### src/rtl/xfer_seq_pkg.sv
// Shared types for the register-transfer sequencer: FSM states, 3-bit register
// codes and the active-low select decoder used by the strobe drivers.
package xfer_seq_pkg;

  typedef enum logic [2:0] {
    S_IDLE  = 3'd0,
    S_GRANT = 3'd1,
    S_CLEAR = 3'd2,
    S_GAP   = 3'd3,
    S_XFER  = 3'd4,
    S_DONE  = 3'd5
  } state_t;

  localparam logic [2:0] NONE = 3'd0;
  localparam logic [2:0] A    = 3'd1;
  localparam logic [2:0] L    = 3'd2;
  localparam logic [2:0] Q    = 3'd3;
  localparam logic [2:0] Z    = 3'd4;
  localparam logic [2:0] B    = 3'd5;
  localparam logic [2:0] G    = 3'd6;
  localparam logic [2:0] U    = 3'd7;

  localparam logic [7:0] SEL_IDLE = 8'hFF;

  // Code NONE never drives a select, so bit 0 stays high.
  function automatic logic [7:0] sel_decode(input logic [2:0] code);
    logic [7:0] sel;
    sel = SEL_IDLE;
    if (code != NONE) begin
      sel[code] = 1'b0;
    end else begin
      sel = SEL_IDLE;
    end
    return sel;
  endfunction

endpackage

### src/rtl/xfer_arbiter.sv
// One-hot requester arbiter for xfer_sequencer. Fixed priority (index 0 highest)
// by default; XFER_SEQ_RR_EN selects round-robin with a last-granted pointer.
module xfer_arbiter
#(
  parameter int N_REQ = 3
) (
`ifdef XFER_SEQ_RR_EN
  input  logic             clk,
  input  logic             rst,
  input  logic             take,
`endif
  input  logic [N_REQ-1:0] req,
  output logic [N_REQ-1:0] grant,
  output logic             any
);

`ifdef XFER_SEQ_RR_EN
  localparam int IW = (N_REQ > 1) ? $clog2(N_REQ) : 1;

  logic [IW-1:0] last_r;
  logic [IW-1:0] win;

  // Search starts one past the last winner and wraps around.
  always_comb begin
    int c;
    logic [IW-1:0] ci;
    logic hit;
    grant = '0;
    win   = last_r;
    any   = 1'b0;
    for (int k = 1; k <= N_REQ; k++) begin
      c   = (int'(last_r) + k) % N_REQ;
      ci  = IW'(c);
      hit = !any && req[ci];
      if (hit) begin
        grant[ci] = 1'b1;
        win       = ci;
        any       = 1'b1;
      end else begin
        win = win;
      end
    end
  end

  // Pointer reset makes the first grant after reset go to index 0.
  always_ff @(posedge clk) begin
    if (rst) begin
      last_r <= IW'(N_REQ - 1);
    end else if (take) begin
      last_r <= win;
    end
  end
`else
  // Lowest set bit wins.
  always_comb begin
    grant = req & (~req + {{(N_REQ-1){1'b0}}, 1'b1});
    any   = |req;
  end
`endif

endmodule

### src/rtl/xfer_sequencer.sv
// Shares the register-transfer datapath between requesters and sequences the
// CT/WT/RT strobes and R/W selects (clear, break, transfer). Option: XFER_SEQ_RR_EN.
module xfer_sequencer
  import xfer_seq_pkg::*;
#(
  parameter int N_REQ    = 3,
  parameter int CLR_CYC  = 1,
  parameter int XFER_CYC = 2
) (
  input  logic               SIM_CLK,
  input  logic               SIM_RST,
  input  logic [N_REQ-1:0]   req,
  input  logic [3*N_REQ-1:0] req_src,
  input  logic [3*N_REQ-1:0] req_dst,
  input  logic               inhibit,
  output logic [N_REQ-1:0]   gnt,
  output logic [N_REQ-1:0]   done,
  output logic               err,
  output logic               busy,
  output logic               RT_n,
  output logic               WT_n,
  output logic               CT_n,
  output logic [7:0]         R_n,
  output logic [7:0]         W_n
);

  localparam logic [3:0] CLR_LOAD  = 4'(CLR_CYC - 1);
  localparam logic [3:0] XFER_LOAD = 4'(XFER_CYC - 1);

  state_t           state;
  logic [3:0]       cnt;
  logic [2:0]       src_r;
  logic [2:0]       dst_r;
  logic [2:0]       src_sel;
  logic [2:0]       dst_sel;
  logic [N_REQ-1:0] arb_gnt;
  logic             arb_any;

`ifdef XFER_SEQ_RR_EN
  logic take;
  assign take = (state == S_IDLE) && !inhibit && arb_any;

  xfer_arbiter #(.N_REQ(N_REQ)) u_arb (
    .clk   (SIM_CLK),
    .rst   (SIM_RST),
    .take  (take),
    .req   (req),
    .grant (arb_gnt),
    .any   (arb_any)
  );
`else
  xfer_arbiter #(.N_REQ(N_REQ)) u_arb (
    .req   (req),
    .grant (arb_gnt),
    .any   (arb_any)
  );
`endif

  // Operand mux: the one-hot grant picks the winner's src/dst slices.
  always_comb begin
    src_sel = NONE;
    dst_sel = NONE;
    for (int i = 0; i < N_REQ; i++) begin
      src_sel = src_sel | (req_src[3*i +: 3] & {3{arb_gnt[i]}});
      dst_sel = dst_sel | (req_dst[3*i +: 3] & {3{arb_gnt[i]}});
    end
  end

  // Phase FSM; outputs are set on entry to each state so they are all registered.
  always_ff @(posedge SIM_CLK) begin
    if (SIM_RST) begin
      state <= S_IDLE;
      cnt   <= 4'd0;
      src_r <= NONE;
      dst_r <= NONE;
      gnt   <= '0;
      done  <= '0;
      err   <= 1'b0;
      busy  <= 1'b0;
      RT_n  <= 1'b1;
      WT_n  <= 1'b1;
      CT_n  <= 1'b1;
      R_n   <= SEL_IDLE;
      W_n   <= SEL_IDLE;
    end else begin
      done <= '0;
      err  <= 1'b0;
      case (state)
        S_IDLE: begin
          if (!inhibit && arb_any) begin
            state <= S_GRANT;
            gnt   <= arb_gnt;
            src_r <= src_sel;
            dst_r <= dst_sel;
            busy  <= 1'b1;
          end else begin
            gnt  <= '0;
            busy <= 1'b0;
          end
        end
        S_GRANT: begin
          if (dst_r == NONE) begin
            state <= S_DONE;
            done  <= gnt;
            err   <= 1'b1;
          end else begin
            state <= S_CLEAR;
            cnt   <= CLR_LOAD;
            CT_n  <= 1'b0;
            W_n   <= sel_decode(dst_r);
          end
        end
        S_CLEAR: begin
          if (cnt == 4'd0) begin
            state <= S_GAP;
            CT_n  <= 1'b1;
            W_n   <= SEL_IDLE;
          end else begin
            cnt <= cnt - 4'd1;
          end
        end
        S_GAP: begin
          state <= S_XFER;
          cnt   <= XFER_LOAD;
          WT_n  <= 1'b0;
          W_n   <= sel_decode(dst_r);
          // A clear-only transfer leaves the read side idle.
          if (src_r != NONE) begin
            RT_n <= 1'b0;
            R_n  <= sel_decode(src_r);
          end else begin
            RT_n <= 1'b1;
            R_n  <= SEL_IDLE;
          end
        end
        S_XFER: begin
          if (cnt == 4'd0) begin
            state <= S_DONE;
            done  <= gnt;
            RT_n  <= 1'b1;
            WT_n  <= 1'b1;
            R_n   <= SEL_IDLE;
            W_n   <= SEL_IDLE;
          end else begin
            cnt <= cnt - 4'd1;
          end
        end
        S_DONE: begin
          state <= S_IDLE;
          gnt   <= '0;
          busy  <= 1'b0;
        end
        default: begin
          state <= S_IDLE;
          gnt   <= '0;
          busy  <= 1'b0;
          RT_n  <= 1'b1;
          WT_n  <= 1'b1;
          CT_n  <= 1'b1;
          R_n   <= SEL_IDLE;
          W_n   <= SEL_IDLE;
        end
      endcase
    end
  end

endmodule

### config.mk
export PLATFORM = sky130hd
export DESIGN_NAME = xfer_sequencer
export DESIGN_NICKNAME = d
export VERILOG_FILES = /design/src/rtl/xfer_seq_pkg.sv /design/src/rtl/xfer_arbiter.sv /design/src/rtl/xfer_sequencer.sv
export SDC_FILE = /design/constraint.sdc
export NUM_CORES = 1
export LEC_CHECK = 0
export CAP_MARGIN = 20
export CORE_UTILIZATION = 48
export DETAILED_ROUTE_END_ITERATION = 10
export GPL_TIMING_DRIVEN = 0
export PLACE_DENSITY = 0.81
export REMOVE_ABC_BUFFERS = 1
export SYNTH_ARGS = -nofsm -noshare
export SYNTH_HDL_FRONTEND = slang
export SYNTH_SLANG_ARGS = --single-unit
### constraint.sdc
create_clock -name SIM_CLK -period 3 [get_ports SIM_CLK]
set_input_delay 0.3 -clock SIM_CLK [delete_from_list [all_inputs] [get_ports SIM_CLK]]
set_output_delay 0.3 -clock SIM_CLK [all_outputs]
set_load 0.005 [all_outputs]
# Word-level counts from Yosys, hierarchy flattened
# Cells that the tools add are included.
# word_totals
wordCells	103
register_bits	40
output_inout_bits	27
# classes
eq_ne	11
n_addsub	2
bitwise	18
reduce_logical	23
n_lt_le_gt_ge	4
muxes	32
# ops
cell	n
8-bit two-way mux	4
8-bit case mux with 4 select lines	1
8-bit case mux with 3 select lines	1
3-bit bitwise AND	7
3-bit two-way mux	7
8-bit NOT	2
3-bit case mux with 5 select lines	1
3-bit OR	4
3-bit case mux with 2 select lines	2
4-bit case mux with 3 select lines	1
3-bit AND reduction	4
4-bit OR reduction	3
2-bit != test (second input constant)	5
1-bit case mux with 3 select lines	3
3-bit nonzero test	3
3-bit by 4-bit less-than comparator with 1-bit output (second input constant)	2
4-bit two-way mux	2
1-bit two-way mux	7
1-bit demux with 3-bit select	2
3-bit by 2-bit == test with 1-bit output (second input constant)	2
3-bit == test (second input constant)	2
3-bit by 1-bit >= comparator with 1-bit output (second input constant)	2
3-bit logical NOT	2
2-bit OR reduction	3
12 further kinds	18

# Logic depth before layout (Yosys ltp)
# Gate-level depths: netlist of run 1.
# logic_depth
depth_word	8
ltp_mapped	6
mapped_depth_nobuf	6

# Cells and area by module
# From an unflattened synthesis of run 1, not the netlist that was laid out.
# unflattened
cells_unflattened	183
hier_area_um2	1741.7
# by_module_without_submodules
mod	n_inst	area_per_inst_um2	seq_area_each_um2	cells_per_inst
xfer_sequencer	1	1714.1	800.8	179
xfer_arbiter	1	27.5	0.0	4

# Least setup slack after synthesis of run 1
# No wires, ideal clock.
# synth_path
path_kind	flip-flop to flip-flop
from	reg state[1]
to	reg dst_r[0]
n_path_buf	2
stages_incl_launch_ff	7
setup_time_ps	68
t_required_ps	2932
setup_slack_ps	1306
arrival_time_ps	1625
path_cell_list	dfxtp_1 -> buf_4 -> or2_4 -> or4_4 -> buf_6 -> a221o_1 -> a21oi_2
# synth_via
elab_chain_cells	2
# synth_lines
item	line_no	source
from (decl)	xfer_sequencer.sv:30	state_t state;
from (signal assigned)	xfer_sequencer.sv:72	state <= S_IDLE;
from (signal assigned)	xfer_sequencer.sv:91	state <= S_GRANT;
from (signal assigned)	xfer_sequencer.sv:103	state <= S_DONE;
3-bit logical NOT	xfer_sequencer.sv:88	case (state)
2-bit AND reduction (no source line)	--	
to (signal assigned)	xfer_sequencer.sv:94	dst_r <= dst_sel;
to (decl)	xfer_sequencer.sv:33	logic [2:0] dst_r;
# No other way between the ends.
# A chain may end at the register's enable or synchronous reset.

==> key figures, run 1 <==
Status
  – Outcome: finished, final reports clean

Drt
  – Drt wl/cell: roughly 12 µm
  – Initial DRC Count: between 90 and 100
  – DRC violations left: 0
  – Via density per instance: about 5.6
  – WL final: between 3000 and 4000 µm
  – Via Count: roughly 1700
  – Antenna-violating nets left: 0
  – DR pass1 iterations: 4

Power and ir drop
  – Power Dens Cells: roughly 680 nW/µm²
  – VDD IR-drop max: between 400 and 500 µV
  – Static Leak: a little over 0.9 nW

Cells and area
  – ANT cells: 0
  – Area Growth Syn to Fin: 32.0%
  – Filler Cells Inserted: ~320
  – Final Util: 0.669
  – Nets: ~290
  – Layout cells sized above 1: 0.0766

Timing
  – Fin crit share: 0.718
  – Clock period minus worst slack: ~2200 ps
  – Final hold vios: 0
  – Final Max Tran Viols: 0
  – Worst Tran Pin Value: around 900 ps
  – Slew headroom: 0.397
  – Max Freq: 464 MHz
  – RSZ-0062 raised after global routing: false
  – Endpoints failing setup: 0
  – Setup_tns: 0 ps
  – Clock Skew: 4.14 ps

Clocking
  – Post-CTS Hold Buffers: 0
  – Deepest clock path buffer count: 2
  – Num CTS Buffers: 5
  – Setup Fix Bufs, Post-CTS: 0
  – Clk slew on worst S/H paths: approximately 80 ps
  – CTS root buffer: clkbuf_8
  – Worst-skew pair later-pin latency: 290 ps
  – Post-cts resize count: 0
  – CTS tree: done
  – Clock tree sinks: 40
  – H-tree levels: 2

Logic synthesis
  – Cell variety after synth: 49
  – Seq cells post-synth: 40
  – Cells after synthesis: about 220
  – Post-synth EDFFs: 0
  – Synth top area share: 0.425
  – Post-synth ARST share: 0
  – Synth Flop Type: dfxtp_1
  – Top cell type by total area after synthesis: dfxtp_1
  – Syn_area_per_cell: between 8 and 9 µm²
  – Synthesized cell area: approximately 1900 µm²
  – Yosys warning count: 0
  – Synth area leaders: dfxtp_1, a21oi_1, nand2_1
  – Seq/Total Area, Yosys: 0.425

Floorplan
  – Floorplan core area: about 3700 µm²
  – Die Wd: roughly 65 µm
  – Die area: approximately 4200 µm²
  – IO Pins: 51
  – Height of the chip: 64.6 µm
  – Initial Util: 0.507
  – Row cnt: 22

Placed design
  – Port-buffer cells: 50
  – Detail Placement HPWL: between 2000 and 3000 µm
  – Routability cong.: approximately 0.76

Setup path
  – CP startpoint: SIM_RST
  – Worst setup SP type: primary input
  – CP Class: in -> reg
  – Max Fanout on Critical Path: 23
  – Reg2reg start: state[1]
  – Critical Path Sink Type: register
  – Worst EP arrival: ~2400 ps
  – WP data required: approximately 3200 ps

Global route
  – Largest net degree at the start of global routing: 25
  – Gr usage total: 0.211
  – Initial antenna violation count: 0
  – First-pass GRT wire length: roughly 7000 µm
  – Vias in the first global route: 1586
  – Global route total overflow: 0

Min path
  – Worst Hold Class: reg -> reg
  – Hold path start: R_n[0]

Flow run
  – Max Cap Viol: 0
## cell usage in the layout, fill, tap and decap left out, drive strengths merged, types with 4 or more instances in the layout
master	instances
clkdlybuf4s50	50
dfxtp	40
a21oi	25
nand2	19
nor2	17
inv	11
nor3	6
nand3b	6
o21ai	6
a221o	5
nor4b	5
a2bb2oi	5
clkbuf	5
nor2b	4
or3	4
or2	4
## routing by layer
layer / up-vias / routed length, µm / global-route usage
met5: - / 0 / 0
met4: 0 / 65 / 0.0833
met3: 6 / 200 / 0.0546
met2: 56 / 1690 / 0.332
met1: 778 / 1880 / 0.274
li1: 875 / - / -
## Yosys cell counts (2+ instances only)
cell        n
nor2b_1     4
and2_1      3
a221oi_1    2
ha_1        2
nand3b_1    6
nand2b_1    2
inv_1      11
a21o_1      2
o31ai_1     3
xnor2_1     2
or3_1       4
or2_2       3
nand2_1    19
a31oi_1     2
nor3_1      6
a21oi_1    22
o22a_1      2
dfxtp_1    40
a2bb2oi_1   5
or4_4       2
a21oi_2     3
o21ai_0     6
nor2_1     17
nor4b_1     5
nand3_1     3
clkbuf_1    9
o32a_1      3
buf_6       2
a221o_1     5
nor3b_1     2
## state kept, by name, summed over array words and instances (netlist names)
register	cells
state	3
cnt	4
src_r	3
WT_n	1
done	3
R_n	8
dst_r	3
busy	1
gnt	3
err	1
W_n	8
RT_n	1
CT_n	1
## area by class of cell
| type | instances | area, µm² | share of cell area |
|---|---|---|---|
| well taps | 48 | 60.1 | 0.0242 |
| flip-flops and latches | 40 | 801 | 0.322 |
| multi-input cells | 152 | 972 | 0.391 |
| clock inverters | 3 | 42.5 | 0.0171 |
| repair buffers | 50 | 500 | 0.201 |
| inverters | 11 | 41.3 | 0.0166 |
| clock buffers | 5 | 68.8 | 0.0277 |
## worst paths after layout
check,slack [ps],cells past startpoint,endpoint
setup / recovery,840,4,R_n[3]
hold / removal,450,2,R_n[0]
setup reg to reg,1000,4,gnt[1]
hold reg to reg,450,2,R_n[0]
## worst max-delay path, cell delays in order
cell and delay (ps):
clkdlybuf4s50_1 1060, or2_2 250, a2bb2oi_1 520, o32a_1 250
## per-stage QoR
step | std cells | worst slack (ps) | hold WS (ps) | power, mW | instance area [µm²]
floorplan | 203 | 1240 | 362 | 1.08 | 1810
global placement | 301 | 575 | 429 | 1.26 | 2370
finish | 309 | 845 | 450 | 1.69 | 2490
detailed placement | 301 | 522 | 431 | 1.27 | 2370
CTS | 309 | 848 | 451 | 1.70 | 2490
global route | 309 | 647 | 482 | 1.81 | 2490
## report_power, final
| part | switching, mW | internal, mW | total [mW] |
|---|---|---|---|
| clock | 0.183 | 0.246 | 0.429 |
| combinational | 0.280 | 0.277 | 0.557 |
| sequential | 0.110 | 0.592 | 0.702 |
## kinds of logic after synthesis
kind of cell,Yosys count,share of synthesized area
compound gates,65,0.243
xor+xnor,2,0.00930
fa+ha+maj,2,0.0133
buf+inv,24,0.0585
flops,40,0.425
mux,1,0.00532
simple gates,82,0.245
Note: power is estimated with default switching activity, not from simulation.
==> inputs of run 2 (changes only) <==
Settings changed: CORE_UTILIZATION 48 to 43, PLACE_DENSITY 0.81 to 0.76.
Clock period 3 ns to 1.9 ns, I/O delays scaled along.
==> run 2 against run 1 <==
Net effect: count of clock-buffer cells in the layout is 1 higher; core utilization down 6.2 points; die area increased by 11%.
==> key figures, run 2 (synthesis gave the netlist of run 1 again) <==
Status
  – Outcome: finished, final reports clean (unchanged)

Floorplan
  – Die Wd: 68.2 µm (was 64.6 µm)
  – Height of the chip: 68.2 µm (was 64.6 µm)
  – IO Pins: 51 (unchanged)
  – Die area: 4650 µm² (was 4180 µm²)
  – Floorplan core area: 4120 µm² (was 3720 µm²)
  – Row cnt: 23 (was 22)
  – Initial Util: 0.458 (was 0.507)

Setup path
  – CP startpoint: state[0] (was SIM_RST)
  – Reg2reg start: state[0] (was state[1])
  – Worst setup SP type: register (was primary input)
  – Worst EP arrival: 2050 ps (was 2390 ps)
  – Max Fanout on Critical Path: 18 (was 23)
  – CP Class: reg -> reg (was in -> reg)
  – WP data required: 2120 ps (was 3230 ps)
  – Critical Path Sink Type: register (unchanged)

Placed design
  – Port-buffer cells: 50 (unchanged)
  – Detail Placement HPWL: 2870 µm (was 2740 µm)
  – Routability cong.: 0.760 (was 0.759)
  – Pre-CTS WS: -401 ps (was 522 ps)

Min path
  – Worst Hold Class: reg -> reg (unchanged)
  – Hold path start: R_n[0] (unchanged)

Drt
  – DR pass1 iterations: 4 (unchanged)
  – WL final: 3940 µm (was 3830 µm)
  – Antenna-violating nets left: 0 (unchanged)
  – Via Count: 1706 (was 1715)
  – Via density per instance: 5.49 (was 5.55)
  – Drt wl/cell: 12.7 µm (was 12.4 µm)
  – DRC violations left: 0 (unchanged)
  – Initial DRC Count: 79 (was 98)

Global route
  – Initial antenna violation count: 0 (unchanged)
  – Vias in the first global route: 1476 (was 1586)
  – Global route total overflow: 0 (unchanged)
  – Gr usage total: 0.186 (was 0.211)
  – Largest net degree at the start of global routing: 25 (unchanged)
  – First-pass GRT wire length: 6490 µm (was 6890 µm)

Clocking
  – Clk slew on worst S/H paths: 80 ps (about the same)
  – H-tree levels: 2 (unchanged)
  – Deepest clock path buffer count: 2 (unchanged)
  – Clock tree sinks: 40 (unchanged)
  – CTS tree: done (unchanged)
  – Post-CTS Hold Buffers: 0 (unchanged)
  – Num CTS Buffers: 5 (unchanged)
  – CTS root buffer: clkbuf_8 (unchanged)
  – Worst-skew pair later-pin latency: 300 ps (was 290 ps)
  – Setup Fix Bufs, Post-CTS: 0 (unchanged)

Timing
  – Clock period minus worst slack: 1820 ps
  – Slew headroom: 0.403 (was 0.397)
  – RSZ-0062 raised after global routing: false (unchanged)
  – Clock Skew: 6.79 ps (was 4.14 ps)
  – Endpoints failing setup: 0 (unchanged)
  – Max Freq: roughly 550 MHz
  – Final Max Tran Viols: 0 (unchanged)
  – Final hold vios: 0 (unchanged)
  – Worst Tran Pin Value: 895 ps (was 902 ps)
  – Fin crit share: 0.959
  – PnR worst setup slack: 78.0 ps (was 845 ps)
  – Hold WS: 443 ps (was 450 ps)

Cells and area
  – Nets: 286 (unchanged)
  – Regs by FF count: R_n: 8 flops, W_n: 8 flops, cnt: 4 flops (unchanged)
  – Most frequent cells in the layout: clkdlybuf4s50_1, dfxtp_1, a21oi_1, nand2_1, nor2_1 (unchanged)
  – Layout cells sized above 1: 0.0958 (was 0.0766)
  – ANT cells: 0 (unchanged)
  – Most common cell after layout, fill and taps aside: clkdlybuf4s50_1 (unchanged)
  – Area Growth Syn to Fin: 32.6% (was 32.0%)

Power and ir drop
  – Power Dens Cells: 1050 nW/µm² (was 679 nW/µm²)
  – VDD IR-drop max: 428 µV (was 451 µV)
  – Total power: 2.63 mW (was 1.69 mW)
  – Static Leak: 0.927 nW (was 0.909 nW)

Flow run
  – Max Cap Viol: 0 (unchanged)
-- run 2: routing by layer --
| metal | part of all wire | wire [µm] | global-route usage |
|---|---|---|---|
| met1 | 0.47 | 1850 | 0.226 |
| met5 | 0 | 0 | 0 |
| met4 | 0.022 | 85 | 0.0859 |
| met3 | 0.043 | 171 | 0.0367 |
| met2 | 0.47 | 1840 | 0.313 |
-- run 2: final timing paths --
check,to,slack [ps],cells after the start
min reg2reg,R_n[0],440,2
max,gnt[1],80,4
min,R_n[0],440,2
max reg2reg,gnt[1],80,4
-- run 2: critical path: stages, from the launching register on --
cell and delay, ps:
dfxtp_2 420, or2_4 300, or4_4 510, or3b_1 380
a21oi_1 130
-- run 2: stage by stage --
stage	TNS [ps]	utilization	std cells	cell area [µm²]
after floorplan	0	-	203	1810
after global placement	-6900	0.578	303	2380
after detailed placement	-7430	0.578	303	2380
after CTS	0	0.603	311	2480
after global routing	0	0.607	311	2500
final	0	0.607	311	2500
-- run 2: layout make-up --
class	count	area, µm²
flip-flops and latches	40	805
inverters	11	41.3
clock buffers	6	82.6
repair buffers	50	500
well taps	50	62.6
clock inverters	2	13.8
fillers	386	1620
multi-input cells	152	991
-- run 2: report_power, final --
part           switching (mW)  leakage, nW  internal [mW]  total [mW]
registers               0.178        0.326          0.940        1.12
logic                   0.446        0.549          0.462       0.908
clock network           0.306       0.0516          0.297       0.602
-- run 2: timing repair --
| item | 4_1_cts | 5_1_grt |
|---|---|---|
| resized for setup | 5 | 4 |
| gates cloned | 0 | 0 |
| setup endpoints to repair | 9 | 10 |
